### src/rtl/pc_gen.sv
// IF-stage program counter with prioritised redirects and a one-entry redirect buffer.
// Latency: redirect applied on the accepting edge; buffered redirects on the next accept.
// Backpressure: fetch_addr_o holds while fetch_ready_i=0; a redirect arriving then is buffered.
module pc_gen #(
  parameter int                ADDR_W   = 32,
  parameter logic [ADDR_W-1:0] RESET_PC = 32'h0000_0000,
  parameter int                INC      = 4,
  parameter logic [ADDR_W-1:0] TRAP_VEC = 32'h0000_1000
) (
  input  logic              clk,
  input  logic              rst_n,
  input  logic              fetch_ready_i,
  input  logic              trap_i,
  input  logic              eret_i,
  input  logic [ADDR_W-1:0] epc_i,
  input  logic              branch_i,
  input  logic [ADDR_W-1:0] branch_target_i,
  input  logic              jump_i,
  input  logic [ADDR_W-1:0] jump_target_i,
  output logic              fetch_req_o,
  output logic [ADDR_W-1:0] fetch_addr_o,
  output logic              fetch_kill_o,
  output logic [ADDR_W-1:0] pc_o,
  output logic [ADDR_W-1:0] pc4_o,
  output logic              redirect_pending_o,
  output logic              misalign_o
);

  logic [ADDR_W-1:0] pc;
  logic              fetch_req;
  logic              pend_vld;
  logic [ADDR_W-1:0] pend_tgt;
  logic              misalign;

  logic              accept;
  logic              exc_redirect;
  logic              redirect_now;
  logic              take_new;
  logic [ADDR_W-1:0] sel_raw;
  logic [ADDR_W-1:0] sel_tgt;

  // Priority select of the redirect target; exception redirects always win,
  // EX redirects are wrong-path once a redirect is already buffered.
  always_comb begin
    sel_raw = '0;
    if (trap_i)        sel_raw = TRAP_VEC;
    else if (eret_i)   sel_raw = epc_i;
    else if (branch_i) sel_raw = branch_target_i;
    else if (jump_i)   sel_raw = jump_target_i;
    exc_redirect = trap_i | eret_i;
    redirect_now = exc_redirect | branch_i | jump_i;
    take_new     = exc_redirect | (~pend_vld & redirect_now);
    sel_tgt      = {sel_raw[ADDR_W-1:2], 2'b00};
    accept       = fetch_req & fetch_ready_i;
  end

  // PC, request, pending buffer and misalignment flag update.
  always_ff @(posedge clk or negedge rst_n) begin
    if (!rst_n) begin
      pc        <= RESET_PC;
      fetch_req <= 1'b0;
      pend_vld  <= 1'b0;
      pend_tgt  <= '0;
      misalign  <= 1'b0;
    end else begin
      fetch_req <= 1'b1;
      misalign  <= take_new & (sel_raw[1:0] != 2'b00);
      if (accept) begin
        if (exc_redirect) begin
          pc       <= sel_tgt;
          pend_vld <= 1'b0;
        end else if (pend_vld) begin
          pc       <= pend_tgt;
          pend_vld <= 1'b0;
        end else if (redirect_now) begin
          pc <= sel_tgt;
        end else begin
          pc <= pc4_o;
        end
      end else if (take_new) begin
        pend_tgt <= sel_tgt;
        pend_vld <= 1'b1;
      end
    end
  end

  // Output drive; the kill marks the beat at the old PC as wrong-path.
  always_comb begin
    pc_o               = pc;
    fetch_addr_o       = pc;
    pc4_o              = pc + ADDR_W'(INC);
    fetch_req_o        = fetch_req;
    fetch_kill_o       = accept & (pend_vld | redirect_now);
    redirect_pending_o = pend_vld;
    misalign_o         = misalign;
  end

endmodule

### config.mk
export PLATFORM = sky130hd
export DESIGN_NAME = pc_gen
export DESIGN_NICKNAME = d
export VERILOG_FILES = /design/src/rtl/pc_gen.sv
export SDC_FILE = /design/constraint.sdc
export NUM_CORES = 1
export LEC_CHECK = 0
export CORE_MARGIN = 2
export CORE_UTILIZATION = 44
export DETAILED_ROUTE_END_ITERATION = 8
export GPL_ROUTABILITY_DRIVEN = 0
export PLACE_DENSITY_LB_ADDON = 0.1
export SETUP_SLACK_MARGIN = 0.1
export SLEW_MARGIN = 10
export SYNTH_ARGS = -nofsm -noshare
export SYNTH_HDL_FRONTEND = slang
export SYNTH_SLANG_ARGS = --single-unit
### constraint.sdc
create_clock -name clk -period 2.5 [get_ports clk]
set_clock_uncertainty 0.15 [all_clocks]
set_input_delay 0.25 -clock clk [delete_from_list [all_inputs] [get_ports clk]]
set_output_delay 0.25 -clock clk [all_outputs]
set_load 0.02 [all_outputs]
==> flow_metrics.env <==
export IMPL_vdd_ir_drop_worst_uv=269.7
export IMPL_die_area_um2=11610
export IMPL_boundaryPins=203
export IMPL_hpwl_um=11770
export IMPL_clockRootBuffer="clkbuf_8"
export IMPL_core_um2=10370
export IMPL_die_w_um=107.8
export IMPL_vias=5391
export IMPL_setup_viol=0
export IMPL_grt_pass1_wl_um=24450
export IMPL_syn2layout_area_growth_pct=54.12
export IMPL_antenna_found_initial=0
export IMPL_synthArstFlopShare_pct=100.0
export IMPL_p_per_area_nw_per_um2=542.9
export IMPL_crit_arrival_ns=2.03
export IMPL_final_cell_mix="clkdlybuf4s50_1 (168), nand2_1 (106), buf_4 (80)"
export IMPL_setup_ws_ns=0.06548
export IMPL_row_count=37
export IMPL_period_needed_ns=2.435
export IMPL_leakagePower_nw=3.191
export IMPL_remaining_drc_errors=0
export IMPL_crit_path_max_fanout=5
export IMPL_wl_met3_um=1382
export IMPL_synthFlopType="dfrtp_1"
export IMPL_synth_seq_cells=63
export IMPL_final_area_um2=7301
export IMPL_min_path_type="primary input to asynchronous set/reset pin"
export IMPL_drtIter0Drc=351
export IMPL_post_route_period_util_pct=97.38
export IMPL_top_layer="met4"
export IMPL_total_power_mw=3.964
export IMPL_hold_viol_final=0
export IMPL_drive_above_1_share_pct=17.65
export IMPL_met2_length_um=7246
export IMPL_initial_core_util_pct=45.68
export IMPL_final_common_cell="clkdlybuf4s50_1"
export IMPL_n_antenna_cell=0
export IMPL_via_per_inst=5.663
export IMPL_cts_tree="yes"
export IMPL_worstReg2RegEnd="fetch_addr_o[15]"
export IMPL_endpoint="pc4_o[21]"
export IMPL_finalWirelength_um=15910
export IMPL_rr_startpoint="fetch_addr_o[10]"
export IMPL_cts_buffer_depth=2
export IMPL_clkLatencyLatePin_ns=0.34
export IMPL_worst_slew_pin_slew_ns=0.5202
export IMPL_grt_max_degree=39
export IMPL_slew_viol_final=0
export IMPL_cts_buffers=9
export IMPL_synth_area_per_cell_um2=7.908
export IMPL_wl_met1_um=7034
export IMPL_outcome="complete, no violations"
export IMPL_syn_inst=599
export IMPL_seq_area_frac_synth_pct=33.28
export IMPL_io_buffers=196
export IMPL_worst_setup_path_type="register to primary output"
export IMPL_startpoint="fetch_addr_o[13]"
export IMPL_first_global_vias=4918
export IMPL_rsz0062_at_grt="yes"
export IMPL_cp_start_kind="register"
export IMPL_placed_cell_area_um2=6960
export IMPL_dp_slack_ns=0.06141
export IMPL_fmax_mhz=410.8
export IMPL_worstSetupEndpointType="primary output"
export IMPL_r2r_cells=8
export IMPL_die_h_um=107.8
export IMPL_synth_edf_count=0
export IMPL_htreeDepth=3
export IMPL_slew_headroom_pct=64.42
export IMPL_nNetsFinal=915
export IMPL_clk_pin_slew_ns=0.08
export IMPL_grt_use_total_pct=26.47
export IMPL_ant_nets=0
export IMPL_syn_area_um2=4737
export IMPL_wl_per_cell_um=16.71
export IMPL_cap_viol_max_count=0
export IMPL_synth_cell_types=53
export IMPL_cp_required_ns=2.10
export IMPL_dr_pass1_iters=8
export IMPL_overflow=0
export IMPL_clock_sinks=63
export IMPL_yosysWarnings=0
export IMPL_rrSetupSlack_ns=0.47
through the flow:
step	utilization (%)	hold WS [ns]	instances	setup TNS [ns]
after detailed placement	67.12	0.07855	922	0
after global routing	70.40	0.2880	952	-0.05914
after CTS	69.10	0.2620	939	0
after floorplan	-	-0.1956	604	0
final	70.40	0.2438	952	0
after global placement	67.12	0.07253	922	0
repair_timing:
action / in CTS / in global routing
pin swaps: 0 / 11
hold buffers: 1 / 0
gates cloned: 0 / 2
setup buffers: 0 / 11
endpoints found under the setup margin: 25 / 24
endpoints found under the hold margin: 17 / 0
resized for setup: 65 / 55
cell type report:
type / instances / area [um2]
Clock buffer: 11 / 151.4
Clock inverter: 5 / 56.30
Fill cell: 802 / 3069
Inverter: 42 / 157.7
Multi-Input combinational cell: 419 / 2646
Sequential cell: 63 / 1579
Tap cell: 136 / 170.2
Timing Repair Buffer: 276 / 2540
sequential cells by signal (all words and copies together) (netlist names):
| signal | count |
|---|---|
| fetch_req_o | 1 |
| redirect_pending_o | 1 |
| pend_tgt | 30 |
| misalign_o | 1 |
| fetch_addr_o | 30 |
power by group:
part,switching [mW],internal [mW]
clock network,0.412,0.513
registers,0.114,1.15
logic,0.926,0.845
total,1.45,2.51
cell families (layout without fill, tap and decap cells):
kind of cell / after synthesis / count (layout) / share of synthesized area [%]
DFF: 63 / 63 / 33.28
adders and majority gates: 1 / 1 / 0.2641
xor gates and xnor gates: 28 / 28 / 5.177
AOI/OAI and AO/OA: 166 / 166 / 24.75
buffers and inverters: 122 / 334 / 13.18
and+or+nand+nor: 217 / 217 / 23.19
other: 2 / 7 / 0.1585
worst min path at each step:
stage	start	to	slack (ns)
final	rst_n	fetch_addr_o[27]	0.24
after global routing	rst_n	fetch_addr_o[22]	0.29
after CTS	rst_n	fetch_addr_o[27]	0.26
after detailed placement	rst_n	fetch_addr_o[14]	0.08
after global placement	rst_n	fetch_addr_o[14]	0.07
after floorplan	rst_n	fetch_addr_o[10]	-0.20
synth_stat cells (3+ instances only):
cell / count / area share (%)
nand2_1: 106 / 8.4
dfrtp_1: 63 / 33
a21oi_1: 50 / 5.3
a221oi_1: 46 / 8.5
inv_1: 42 / 3.3
buf_4: 38 / 6.0
nor2_1: 28 / 2.2
clkbuf_1: 25 / 2.0
nand3b_1: 25 / 4.0
xnor2_1: 23 / 4.3
o21ai_0: 21 / 2.2
nand3_1: 16 / 1.7
a2bb2oi_1: 15 / 2.8
buf_2: 13 / 1.4
a221o_1: 9 / 1.9
nor3_1: 9 / 0.95
nand4_1: 8 / 1.1
xor2_1: 5 / 0.92
a22o_1: 3 / 0.55
a31oi_1: 3 / 0.40
and3_1: 3 / 0.40
buf_1: 3 / 0.24
o21a_1: 3 / 0.48
o21ai_1: 3 / 0.32
worst max-delay path, stage by stage, from the launching register on:
cell and delay, ns:
dfrtp_1 0.42, nand4_4 0.16, nor4_4 0.36, buf_6 0.17, nand4_1 0.16, xnor2_1 0.21
clkbuf_2 0.21
routing by layer:
metal,vias up,global-route usage [%]
met2,322,41.24
li1,2518,-
met1,2530,38.58
met5,-,0
met4,0,7.051
met3,21,3.571
(Power assumes the default switching activity.)
